[config.mk]
export PLATFORM = sky130hd
export DESIGN_NAME = fetch_decode_queue_flat
export DESIGN_NICKNAME = d
export VERILOG_FILES = /design/src/rtl/fetch_decode_queue_if.sv /design/src/rtl/fetch_decode_queue.sv /design/src/flat_wrapper.sv
export SDC_FILE = /design/constraint.sdc
export NUM_CORES = 1
export LEC_CHECK = 0
export ABC_CLOCK_PERIOD_IN_PS = 3800
export CORE_MARGIN = 1.5
export CORE_UTILIZATION = 50
export CTS_BUF_LIST = sky130_fd_sc_hd__clkbuf_4
export DETAILED_ROUTE_END_ITERATION = 16
export PLACE_DENSITY_LB_ADDON = 0.15
export SLEW_MARGIN = 10
export SYNTH_ARGS = -nofsm -noshare
export SYNTH_HDL_FRONTEND = slang
export SYNTH_SLANG_ARGS = --single-unit
[constraint.sdc]
create_clock -name clk_i -period 3.8 [get_ports clk_i]
set_input_delay 0.38 -clock clk_i [delete_from_list [all_inputs] [get_ports clk_i]]
set_output_delay 0.38 -clock clk_i [all_outputs]
set_load 0.1 [all_outputs]
[src/rtl/fetch_decode_queue_if.sv]
// Fetch/decode handshake bundle for the instruction queue.
// The queue takes the slave modport and the fetch/decode side takes the master modport.
interface fetch_decode_queue_if #(
    parameter int ADDR_W  = 64,
    parameter int INSTR_W = 32
);
    logic               fetch_valid_i;
    logic [ADDR_W-1:0]  fetch_pc_i;
    logic [INSTR_W-1:0] fetch_instr_i;
    logic               fetch_ready_o;
    logic               dec_ready_i;
    logic               dec_valid_o;
    logic [ADDR_W-1:0]  dec_pc_o;
    logic [INSTR_W-1:0] dec_instr_o;
    logic [6:0]         dec_op_o;
    logic [2:0]         dec_func3_o;
    logic               dec_func7_5_o;
    logic               dec_instr_25_o;

    modport master (
        output fetch_valid_i, fetch_pc_i, fetch_instr_i, dec_ready_i,
        input  fetch_ready_o, dec_valid_o, dec_pc_o, dec_instr_o,
        input  dec_op_o, dec_func3_o, dec_func7_5_o, dec_instr_25_o
    );

    modport slave (
        input  fetch_valid_i, fetch_pc_i, fetch_instr_i, dec_ready_i,
        output fetch_ready_o, dec_valid_o, dec_pc_o, dec_instr_o,
        output dec_op_o, dec_func3_o, dec_func7_5_o, dec_instr_25_o
    );
endinterface

[src/rtl/fetch_decode_queue.sv]
// Show-ahead instruction FIFO between fetch and decode.
// Presents the head entry and its decoder fields; a flush drops every entry.
module fetch_decode_queue #(
    parameter int          DEPTH     = 4,
    parameter int          ADDR_W    = 64,
    parameter int          INSTR_W   = 32,
    parameter logic [31:0] NOP_INSTR = 32'h0000_0013,
    localparam int         PW        = $clog2(DEPTH),
    localparam int         CW        = PW + 1
) (
    input  logic            clk_i,
    input  logic            arst_ni,
    input  logic            flush_i,
    fetch_decode_queue_if.slave q,
    output logic [CW-1:0]   count_o
);

    logic [ADDR_W-1:0]  r_pc_mem    [DEPTH];
    logic [INSTR_W-1:0] r_instr_mem [DEPTH];
    logic [PW-1:0]      r_rd_ptr;
    logic [PW-1:0]      r_wr_ptr;
    logic [CW-1:0]      r_count;

    logic w_full;
    logic w_empty;
    logic w_push;
    logic w_pop;

    assign w_full  = (r_count == CW'(DEPTH));
    assign w_empty = (r_count == '0);
    assign w_push  = q.fetch_valid_i & ~w_full;
    assign w_pop   = ~w_empty & q.dec_ready_i;

    assign q.fetch_ready_o = ~w_full;
    assign q.dec_valid_o   = ~w_empty;
    assign count_o         = r_count;

    // Storage holds no reset; validity comes only from the count.
    always_ff @(posedge clk_i) begin
        if (w_push && !flush_i) begin
            r_pc_mem[r_wr_ptr]    <= q.fetch_pc_i;
            r_instr_mem[r_wr_ptr] <= q.fetch_instr_i;
        end
    end

    always_ff @(posedge clk_i or negedge arst_ni) begin
        if (!arst_ni) begin
            r_rd_ptr <= '0;
            r_wr_ptr <= '0;
            r_count  <= '0;
        end else if (flush_i) begin
            r_rd_ptr <= '0;
            r_wr_ptr <= '0;
            r_count  <= '0;
        end else begin
            if (w_push) r_wr_ptr <= r_wr_ptr + PW'(1);
            if (w_pop)  r_rd_ptr <= r_rd_ptr + PW'(1);
            unique case ({w_push, w_pop})
                2'b10:   r_count <= r_count + CW'(1);
                2'b01:   r_count <= r_count - CW'(1);
                default: r_count <= r_count;
            endcase
        end
    end

    always_comb begin
        q.dec_pc_o    = '0;
        q.dec_instr_o = NOP_INSTR;
        if (!w_empty) begin
            q.dec_pc_o    = r_pc_mem[r_rd_ptr];
            q.dec_instr_o = r_instr_mem[r_rd_ptr];
        end
    end

    assign q.dec_op_o       = q.dec_instr_o[6:0];
    assign q.dec_func3_o    = q.dec_instr_o[14:12];
    assign q.dec_func7_5_o  = q.dec_instr_o[30];
    assign q.dec_instr_25_o = q.dec_instr_o[25];

endmodule

[src/flat_wrapper.sv]
// flat-port wrapper written by rule: the top's interface ports become plain ports
module fetch_decode_queue_flat 
#(
    parameter int          DEPTH     = 4,
    parameter int          ADDR_W    = 64,
    parameter int          INSTR_W   = 32,
    parameter logic [31:0] NOP_INSTR = 32'h0000_0013,
    localparam int         PW        = $clog2(DEPTH),
    localparam int         CW        = PW + 1
)
  (clk_i, arst_ni, flush_i, count_o, q_fetch_valid_i, q_fetch_pc_i, q_fetch_instr_i, q_dec_ready_i, q_fetch_ready_o, q_dec_valid_o, q_dec_pc_o, q_dec_instr_o, q_dec_op_o, q_dec_func3_o, q_dec_func7_5_o, q_dec_instr_25_o);
  fetch_decode_queue_if #(.ADDR_W(ADDR_W), .INSTR_W(INSTR_W)) q_i ();
  input  logic clk_i;
  input  logic arst_ni;
  input  logic flush_i;
  output logic [CW-1:0] count_o;
  input wire logic [$bits(q_i.fetch_valid_i)-1:0] q_fetch_valid_i;
  input wire logic [$bits(q_i.fetch_pc_i)-1:0] q_fetch_pc_i;
  input wire logic [$bits(q_i.fetch_instr_i)-1:0] q_fetch_instr_i;
  input wire logic [$bits(q_i.dec_ready_i)-1:0] q_dec_ready_i;
  output wire logic [$bits(q_i.fetch_ready_o)-1:0] q_fetch_ready_o;
  output wire logic [$bits(q_i.dec_valid_o)-1:0] q_dec_valid_o;
  output wire logic [$bits(q_i.dec_pc_o)-1:0] q_dec_pc_o;
  output wire logic [$bits(q_i.dec_instr_o)-1:0] q_dec_instr_o;
  output wire logic [$bits(q_i.dec_op_o)-1:0] q_dec_op_o;
  output wire logic [$bits(q_i.dec_func3_o)-1:0] q_dec_func3_o;
  output wire logic [$bits(q_i.dec_func7_5_o)-1:0] q_dec_func7_5_o;
  output wire logic [$bits(q_i.dec_instr_25_o)-1:0] q_dec_instr_25_o;
  assign q_i.fetch_valid_i = q_fetch_valid_i;
  assign q_i.fetch_pc_i = q_fetch_pc_i;
  assign q_i.fetch_instr_i = q_fetch_instr_i;
  assign q_i.dec_ready_i = q_dec_ready_i;
  assign q_fetch_ready_o = q_i.fetch_ready_o;
  assign q_dec_valid_o = q_i.dec_valid_o;
  assign q_dec_pc_o = q_i.dec_pc_o;
  assign q_dec_instr_o = q_i.dec_instr_o;
  assign q_dec_op_o = q_i.dec_op_o;
  assign q_dec_func3_o = q_i.dec_func3_o;
  assign q_dec_func7_5_o = q_i.dec_func7_5_o;
  assign q_dec_instr_25_o = q_i.dec_instr_25_o;
  fetch_decode_queue #(.DEPTH(DEPTH), .ADDR_W(ADDR_W), .INSTR_W(INSTR_W), .NOP_INSTR(NOP_INSTR)) u_core (.clk_i(clk_i), .arst_ni(arst_ni), .flush_i(flush_i), .q(q_i), .count_o(count_o));
endmodule
# Word-level counts from Yosys, hierarchy flattened
# Memories as Yosys holds them, arrays and structs flattened.
# Cells that the tools add are included.
[totals] reg_bits=7 latch_bits=0 ramBits=384 rom_bits=0 input_bits=101 output_inout_bits=113 elab_cells=32 n_memories=2
[mem_list] name="u_core.r_pc_mem" depth=4 width=64 read_ports=1 rd_ports_with_merged_regs=0 wr=1 line_no="fetch_decode_queue.sv:18" source="logic [ADDR_W-1:0] r_pc_mem [DEPTH];"
[mem_list] name="u_core.r_instr_mem" depth=4 width=32 read_ports=1 rd_ports_with_merged_regs=0 wr=1 line_no="fetch_decode_queue.sv:19" source="logic [INSTR_W-1:0] r_instr_mem [DEPTH];"
[classes] n_addsub=4 mul=0 div_mod_pow=0 n_lt_le_gt_ge=0 eq_ne=3 shift=0 n_mux=10 bitwise_logic=4 n_reduce_logical=6
[ops] op="64-bit 2-to-1 mux" count=1
[ops] op="32-bit 2-to-1 mux" count=1
[ops] op="2-bit 2-to-1 mux" count=4
[ops] op="3-bit case mux with 2 select lines" count=1
[ops] op="2-bit by 1-bit adder with 2-bit output, second input constant" count=2
[ops] op="2-bit nonzero test" count=2
[ops] op="3-bit by 1-bit adder with 3-bit output, second input constant" count=1
[ops] op="3-bit equality test, second input constant" count=1
[ops] op="3-bit logical NOT" count=1
[ops] op="3-bit 2-to-1 mux" count=1
[ops] op="3-bit nonzero test" count=1
[ops] op="3-bit by 1-bit subtractor with 3-bit output, second input constant" count=1
[ops] op="1-bit bitwise AND" count=2
[ops] op="2-bit by 1-bit equality test with 1-bit output, second input constant" count=1
[ops] op="2-bit equality test, second input constant" count=1
[ops] op="1-bit 2-to-1 mux" count=2
[ops] op="1-bit NOT" count=2
[ops] op="1-bit logical AND" count=1
[ops] op="1-bit logical NOT" count=1

# Longest topological paths before layout
# Gate-level depths: netlist of run 1.
[logic_depth] ltp_word=6 mapped_depth=8 ltp_nobuf=6

# Least setup slack after synthesis of run 1
# OpenSTA, ideal clock, no wires.
[synth_path] path_type="reg-to-reg" start="reg u_core.r_count[0], in the netlist u_core.count_o[0]" end="mem u_core.r_instr_mem[0][0] (enable)" setup_ns=0.466 arrival_ns=4.643 required_ns=3.334 setup_slack_ns=-1.308 stages_incl_launch_ff=5 n_path_buf=1 period_less_slack_ns=5.108 cell_sequence="dfrtp_1 buf_2 or3b_1 nor3b_1 and2_1"
[synth_between] elab_chain_cells=6
[synth_lines] item="start: declaration" line_no="fetch_decode_queue.sv:22" source="logic [CW-1:0] r_count;"
[synth_lines] item="start signal: assignment" line_no="fetch_decode_queue.sv:59" source="2'b10: r_count <= r_count + CW'(1);"
[synth_lines] item="start signal: assignment" line_no="fetch_decode_queue.sv:60" source="2'b01: r_count <= r_count - CW'(1);"
[synth_lines] item="start signal: assignment" line_no="fetch_decode_queue.sv:61" source="default: r_count <= r_count;"
[synth_lines] item="3-bit equality test" line_no="fetch_decode_queue.sv:29" source="assign w_full = (r_count == CW'(DEPTH));"
[synth_lines] item="1-bit NOT"
[synth_lines] item="named net q_fetch_ready_o" line_no="flat_wrapper.sv:21" source="output wire logic [$bits(q_i.fetch_ready_o)-1:0] q_fetch_ready_o;"
[synth_lines] item="1-bit bitwise AND" line_no="fetch_decode_queue.sv:31" source="assign w_push = q.fetch_valid_i & ~w_full;"
[synth_lines] item="1-bit logical AND" line_no="fetch_decode_queue.sv:40" source="if (w_push && !flush_i) begin"
[synth_lines] item="1-bit 2-to-1 mux" line_no="fetch_decode_queue.sv:40"
[synth_lines] item="1-bit 2-to-1 mux (implied by the code)" line_no="fetch_decode_queue.sv:42" source="r_instr_mem[r_wr_ptr] <= q.fetch_instr_i;"
[synth_lines] item="end: declaration" line_no="fetch_decode_queue.sv:19"
# The timed path passes the listed nets, and every way through them passes these cells.

# Final worst setup path of run 1
[layout_path] start="reg u_core.r_count[0], in the netlist u_core.count_o[0]" end="out q_dec_pc_o[17]"
[layout_between] elab_chain_cells=2
[layout_lines] item="3-bit logical NOT" line_no="fetch_decode_queue.sv:30" source="assign w_empty = (r_count == '0);"
[layout_lines] item="64-bit 2-to-1 mux" line_no="fetch_decode_queue.sv:69" source="if (!w_empty) begin"
[layout_lines] item="end: declaration" line_no="flat_wrapper.sv:23" source="output wire logic [$bits(q_i.dec_pc_o)-1:0] q_dec_pc_o;"
# No other way between the ends.

==> reports/metrics.cfg, run 1 <==
[pwr]
swShare_pct = 37.3
p_seq_share_pct = 40.8
power_frac_clock_pct = 26.5
leakage_uw = 0.00629
power_uw = 12300
pwr-share-comb_pct = 32.7
max-vdd-ir-drop_v = 0.000447
power_density_nw_per_um2 = 660
switching_power_uw = 4580
internal_power_uw = 7690

[synth]
yosysMostFrequentCell = edfxtp_1
synthSimpleGateAreaFrac_pct = 5.00
synthAdderAreaFrac_pct = 0.463
synth.area.top_cells = edfxtp_1 76%, mux4_2 14%, and2_1 4.0%
synth-edff-count = 384
synth_top_area_share_pct = 76.3
ys_async_sr_fraction_pct = 1.79
syn_avg_cell_area_um2 = 22.0
synth-compound-area-share_pct = 0.497
synthMuxAreaShare_pct = 14.3
synth_cells = 687
yosysSeqAreaShare_pct = 77.4
synth_cell_types = 33
ys.flop_type = edfxtp_1
syn-num-nets = 793
yosysWarnings = 0
ys_seq_elements = 391
yosys.area.top_type = edfxtp_1
synth_xor_area_share_pct = 0.290
syn_area_um2 = 15100
synth_top_family_by_area = multiplexers
synth_common_cells = 384 x edfxtp_1, 97 x and2_1, 96 x mux4_2

[job]
max_cap_viol_count = 0

[grt]
grt_usage_pct = 19.8
busiest_layer = met2
globalRouteMet3Util_pct = 5.30
antenna_found_initial = 3
grt_pass1_wl_mm = 45.9
grt_pass1_vias = 8267
grt_use_met1_pct = 25.3
grt_max_degree = 57
grt_overflow = 0
grt_util_met2_pct = 33.2

[finish]
final_util_pct = 62.6
area_growth_pct = 23.1
nFillCells = 2115
drive_gt1_share_pct = 36.3
seq_area_um2 = 11700
nNetsFinal = 1076
multi_input_area_um2 = 3120

[timing]
tightestPinTransition_ns = 0.986
fin_crit_sh_pct = 86.8
setup_viol = 0
hold_viol_final = 0
period_needed_ns = 3.30
rsz0062_at_grt = no
slew_headroom_pct = 34.2
slew_violations = 0
clock.fmax_ghz = 0.303
finClkSkew_ns = 0.0219

[worst_hold_path]
min_path_cells = 1
min_to = u_core.r_instr_mem[2][9]
worstHoldStart = q_fetch_instr_i[9]
hold_class = in2reg

[route]
drtIter0Drc = 507
via_per_inst = 5.37
firstDrtPassIters = 5
num_vias = 7627
drc = 0
wl_per_cell_um = 21.2
routed_wirelength_mm = 30.1
postRouteAntennaNets = 0

[critical_path]
crit_path_end_kind = output pin
r2r_end = u_core.count_o[1]
crit_path_max_fanout = 56
ff2ff_setup_slack_ns = 1.15
r2r-start = u_core.count_o[0]
path_buf_inv = 3
critPathRequiredTime_ns = 3.42
crit_path_start_kind = flip-flop
critPathMostFrequentCell = buf_4
reg2regPathDepth = 6
arrival_ns = 2.92
cp_cell_sequence = nor3_2, inv_2, buf_4, and2_1, buf_4
max_stage_delay_ns = 0.73
path_class = reg2out
path_delay_family = buffers and inverters
cp_slowest_cell = inv_2

[floorplanning]
placementRows = 63
num_io_pins = 214
die_w_um = 177
core_area_um2 = 29700
die_h_um = 177
die-area_um2 = 31300
start_util_pct = 50.9

[cts]
clockBufferDepth = 3
cts_root_buf = clkbuf_4
cts.sinks = 391
cts_inserted_buffers = 95
clock_latency_ns = 0.67
h-tree-depth = 3
clk_pin_slew_ns = 0.07
cts_resized = 0
tritoncts = done

[placed_design]
gp_congestion = 0.783
numPortBuffers = 213
hpwlAfterDp_mm = 18.8

[outcome]
status = finished clean

-- worst reg2reg max path, cell delays in order, from the launching register on --
cell and delay, ns:
dfrtp_1 0.50, nor3_2 0.36, inv_2 0.47, o211a_1 0.32, fa_1 0.51, a21oi_1 0.07
nor4_1 0.31
-- stage by stage --
stage | area (µm²) | setup WS (ns) | hold WS (ns) | std cells | TNS (ns)
6_report | 18600 | 0.502 | 0.331 | 1420 | 0
5_1_grt | 18600 | 0.219 | 0.279 | 1420 | 0
4_1_cts | 18600 | 0.349 | 0.246 | 1419 | 0
3_5_place_dp | 17400 | 0.834 | 0.585 | 1262 | 0
3_3_place_gp | 17400 | 0.925 | 0.555 | 1262 | 0
2_1_floorplan | 15100 | -0.254 | 0.0844 | 687 | -97.59
-- placed cells by master, fill, tap and decap left out, drive strengths merged, types with 4 or more instances in the layout --
cell type / netlist / routed
a21oi: 5 / 5
and2: 97 / 97
buf: 32 / 129
clkbuf: 16 / 135
clkdlybuf4s50: 0 / 104
clkinv: 0 / 18
dfrtp: 7 / 7
edfxtp: 384 / 384
ha: 4 / 4
inv: 5 / 6
mux4: 96 / 96
nand2: 5 / 5
nand3: 4 / 4
nor2: 7 / 7
-- power by group through the flow --
stage | sequential (µW) | combinational, µW | clock (µW)
3_3_place_gp | 5090 | 4030 | 0
6_report | 5010 | 4020 | 3250
5_1_grt | 5020 | 4170 | 3570
4_1_cts | 5010 | 4060 | 3370
2_1_floorplan | 5090 | 3190 | 0
3_5_place_dp | 5100 | 4050 | 0
-- worst max path at each step --
stage                            startpoint                        end  slack, ns  cells after the start
final                     u_core.count_o[0]             q_dec_pc_o[17]       0.50                      5
after global routing      u_core.count_o[0]             q_dec_pc_o[52]       0.22                      5
after CTS                 u_core.count_o[0]             q_dec_pc_o[17]       0.35                      5
after detailed placement    q_fetch_valid_i  u_core.r_instr_mem[0][16]       0.83                      5
after global placement      q_fetch_valid_i  u_core.r_instr_mem[0][15]       0.93                      5
after floorplan           u_core.count_o[0]   u_core.r_instr_mem[0][0]      -0.25                      4
-- state kept, by name (all words and copies together) (netlist names) --
name / cells
u_core.count_o: 3
u_core.r_rd_ptr: 2
u_core.r_instr_mem: 128
u_core.r_wr_ptr: 2
u_core.r_pc_mem: 256
-- cells by family (layout without fill, tap and decap cells) --
family,after synthesis,count (layout)
flops,391,391
simple gates,125,125
mux,96,96
buf+inv,53,395
compound gates,12,12
fa+ha+maj,5,5
xor+xnor,5,5
other cells,0,1
-- cell type report --
type,instances,share of cell area [%]
Timing Repair Buffer,234,11.4
Tap cell,390,2.62
Clock buffer,135,5.45
Inverter,5,0.101
Antenna cell,1,0.0134
Sequential cell,391,63.0
Multi-Input combinational cell,243,16.8
Clock inverter,21,0.720
-- timing repair --
action | 4_1_cts | 5_1_grt
hold endpoints to repair | 7 | 0
buffers inserted | 0 | 0
hold buffers | 1 | 0
-- layer usage --
layer / wire (µm) / vias up
met3: 2000 / 54
met1: 12300 / 3925
met5: 27 / -
li1: - / 3391
met4: 457 / 4
met2: 15400 / 253
Power figures use the tool's default switching activity.
==> run 2: changes to the inputs <==
CTS_CLUSTER_DIAMETER = 40   (was not set)
GPL_TIMING_DRIVEN = 0   (was not set)
==> reports/metrics.cfg, run 2 (same netlist as run 1, synthesis figures left out) <==
[grt]
grt_max_degree = 51  ; was 57
grt_pass1_vias = 8331  ; was 8267
antenna_found_initial = 2  ; was 3
grt_overflow = 0  ; unchanged
grt_pass1_wl_mm = 45.8  ; was 45.9 mm
grt_usage_pct = 19.8  ; about the same

[placed_design]
gp_congestion = 0.732  ; was 0.783
dpl_cell_area_um2 = 17900  ; was 17400 µm²
hpwlAfterDp_mm = 17.9  ; was 18.8 mm
numPortBuffers = 212  ; was 213
place_inst = 1295  ; was 1262

[timing]
finClkSkew_ns = 0.0699  ; was 0.0219 ns
fin_tns_setup_ns = 0  ; unchanged
tightestPinTransition_ns = 1.04  ; was 0.986 ns
slew_violations = 0  ; unchanged
period_needed_ns = 3.62  ; was 3.30 ns
rsz0062_at_grt = no  ; unchanged
fin_crit_sh_pct = 95.1  ; was 86.8%
slew_headroom_pct = 31.0  ; was 34.2%
hold_viol_final = 0  ; unchanged
setup_viol = 0  ; unchanged
clock.fmax_ghz = 0.277  ; was 0.303 GHz

[cts]
cts_root_buf = clkbuf_4  ; unchanged
tritoncts = done  ; unchanged
cts.sinks = 391  ; unchanged
clock_latency_ns = 0.73  ; was 0.67 ns
cts_inserted_buffers = 101  ; was 95
clockBufferDepth = 3  ; unchanged
post_cts_buffers = 0  ; unchanged
clk_pin_slew_ns = 0.06  ; was 0.07 ns
h-tree-depth = 3  ; unchanged

[route]
num_vias = 7711  ; was 7627
wl_per_cell_um = 20.2  ; was 21.2 µm
routed_wirelength_mm = 29.8  ; was 30.1 mm
drc = 0  ; unchanged
via_per_inst = 5.24  ; was 5.37
drtIter0Drc = 498  ; was 507
firstDrtPassIters = 4  ; was 5
postRouteAntennaNets = 0  ; unchanged

[pwr]
leakage_uw = 0.00651  ; was 0.00629 µW
max-vdd-ir-drop_v = 0.000358  ; was 0.000447 V
power_density_nw_per_um2 = 661  ; was 660 nW/µm²

[critical_path]
path_class = reg2out  ; unchanged
arrival_ns = 3.24  ; was 2.92 ns
cp_slowest_cell = clkdlybuf4s50_1  ; was inv_2
r2r-start = u_core.count_o[0]  ; unchanged
max_stage_delay_ns = 0.95  ; was 0.73 ns
worstSetupStartpoint = u_core.r_rd_ptr[0]  ; was u_core.count_o[0]
crit_path_max_fanout = 10  ; was 56
cp_cell_sequence = buf_6, buf_12, mux4_2, or2_1, buf_4, clkdlybuf4s50_1  ; was nor3_2, inv_2, buf_4, and2_1, buf_4
crit_path_end_kind = output pin  ; unchanged
crit_path_start_kind = flip-flop  ; unchanged
critPathRequiredTime_ns = 3.42  ; about the same

[floorplanning]
core_area_um2 = 29700  ; unchanged
die-area_um2 = 31300  ; unchanged
die_w_um = 177  ; unchanged
placementRows = 63  ; unchanged
num_io_pins = 214  ; unchanged
die_h_um = 177  ; unchanged
start_util_pct = 50.9  ; unchanged

[worst_hold_path]
hold_class = in2reg  ; unchanged
worstHoldStart = q_fetch_instr_i[29]  ; was q_fetch_instr_i[9]

[job]
max_cap_viol_count = 0  ; unchanged

[finish]
seq_area_um2 = 11700  ; about the same
nNetsFinal = 1116  ; was 1076
nFillCells = 2158  ; was 2115
mostFrequentLayoutCells = 384 x edfxtp_1, 151 x clkbuf_4, 109 x clkdlybuf4s50_1  ; was 384 x edfxtp_1, 135 x clkbuf_4, 121 x buf_4
largest_reg_flops = 256  ; unchanged
final_cells = 1471  ; was 1420
multi_input_area_um2 = 3120  ; unchanged
drive_gt1_share_pct = 34.3  ; was 36.3%
final_common_cell = edfxtp_1  ; unchanged
fin_area_um2 = 19000  ; was 18600 µm²
area_growth_pct = 25.5  ; was 23.1%
top_register = u_core.r_pc_mem  ; unchanged

[outcome]
status = finished clean  ; unchanged

[run 2: cell types whose count changed in the layout (fill, tap and decap cells not counted), moves of 5 or more]
cell / change
clkdlybuf4s15_2: +14
clkbuf_1: +11
clkdlybuf4s18_2: +7
clkdlybuf4s15_1: +11
buf_4: -108
buf_12: -6
clkdlybuf4s50_1: +5
buf_2: +31
clkbuf_2: +34
buf_16: +5
clkbuf_4: +16
dlygate4sd2_1: +25
[run 2: repair_timing]
item	4_1_cts	5_1_grt
gates resized for setup	194	99
setup endpoints to repair	102	68
hold endpoints to repair	9	0
hold buffers	2	0
[run 2: power breakdown]
part           leakage [µW]  total [µW]  internal, µW  switching (µW)
logic               0.00217        4030           989            3040
clock network      0.000765        3540          1940            1600
registers           0.00358        4970          4920            45.4
[run 2: critical path, delay by kind of cell, from the launching register on]
kind                   cells  cell delay, ns
buffers and inverters      4            1.45
DFF                        1            0.34
muxes                      1            0.49
and+or+nand+nor            1            0.29
[run 2: final timing paths]
check                                             to  slack, ns  cells after the start
hold / removal             u_core.r_instr_mem[1][29]       0.28                      1
min in group asynchronous         u_core.r_wr_ptr[1]       0.51                      2
max in group asynchronous          u_core.count_o[1]       2.93                      2
setup / recovery                       q_dec_op_o[4]       0.18                      6
setup reg to reg               u_core.r_pc_mem[0][3]       1.03                      5
hold reg to reg                   u_core.r_wr_ptr[1]       0.58                      2
[run 2: final cells by class]
class / instances / share of cell area [%]
clock buffer: 151 / 5.97
clock inverter: 21 / 0.798
tap: 390 / 2.57
antenna: 2 / 0.0264
timing repair buffer: 220 / 10.9
inverter: 5 / 0.0989
multi-input combinational: 243 / 16.4
buffer: 48 / 1.54
sequential: 391 / 61.7
[run 2: routing by layer]
metal / global-route usage (%) / routed length, µm
met3: 5.71 / 1970
met4: 7.49 / 537
met1: 25.7 / 12200
met5: 0 / 11
met2: 32.0 / 15000
[run 2: metrics by stage]
| stage | setup slack, ns | hold slack (ns) | power, µW | util [%] |
|---|---|---|---|---|
| 6_report | 0.185 | 0.284 | 12500 | 63.9 |
| 5_1_grt | 0.000228 | 0.227 | 13100 | 63.9 |
| 4_1_cts | 0.000280 | 0.200 | 12700 | 64.4 |
| 3_5_place_dp | 0.115 | 0.573 | 9330 | 60.2 |
| 3_3_place_gp | -0.460 | 0.567 | 9310 | 59.7 |
| 2_1_floorplan | -0.254 | 0.0844 | 8280 | - |
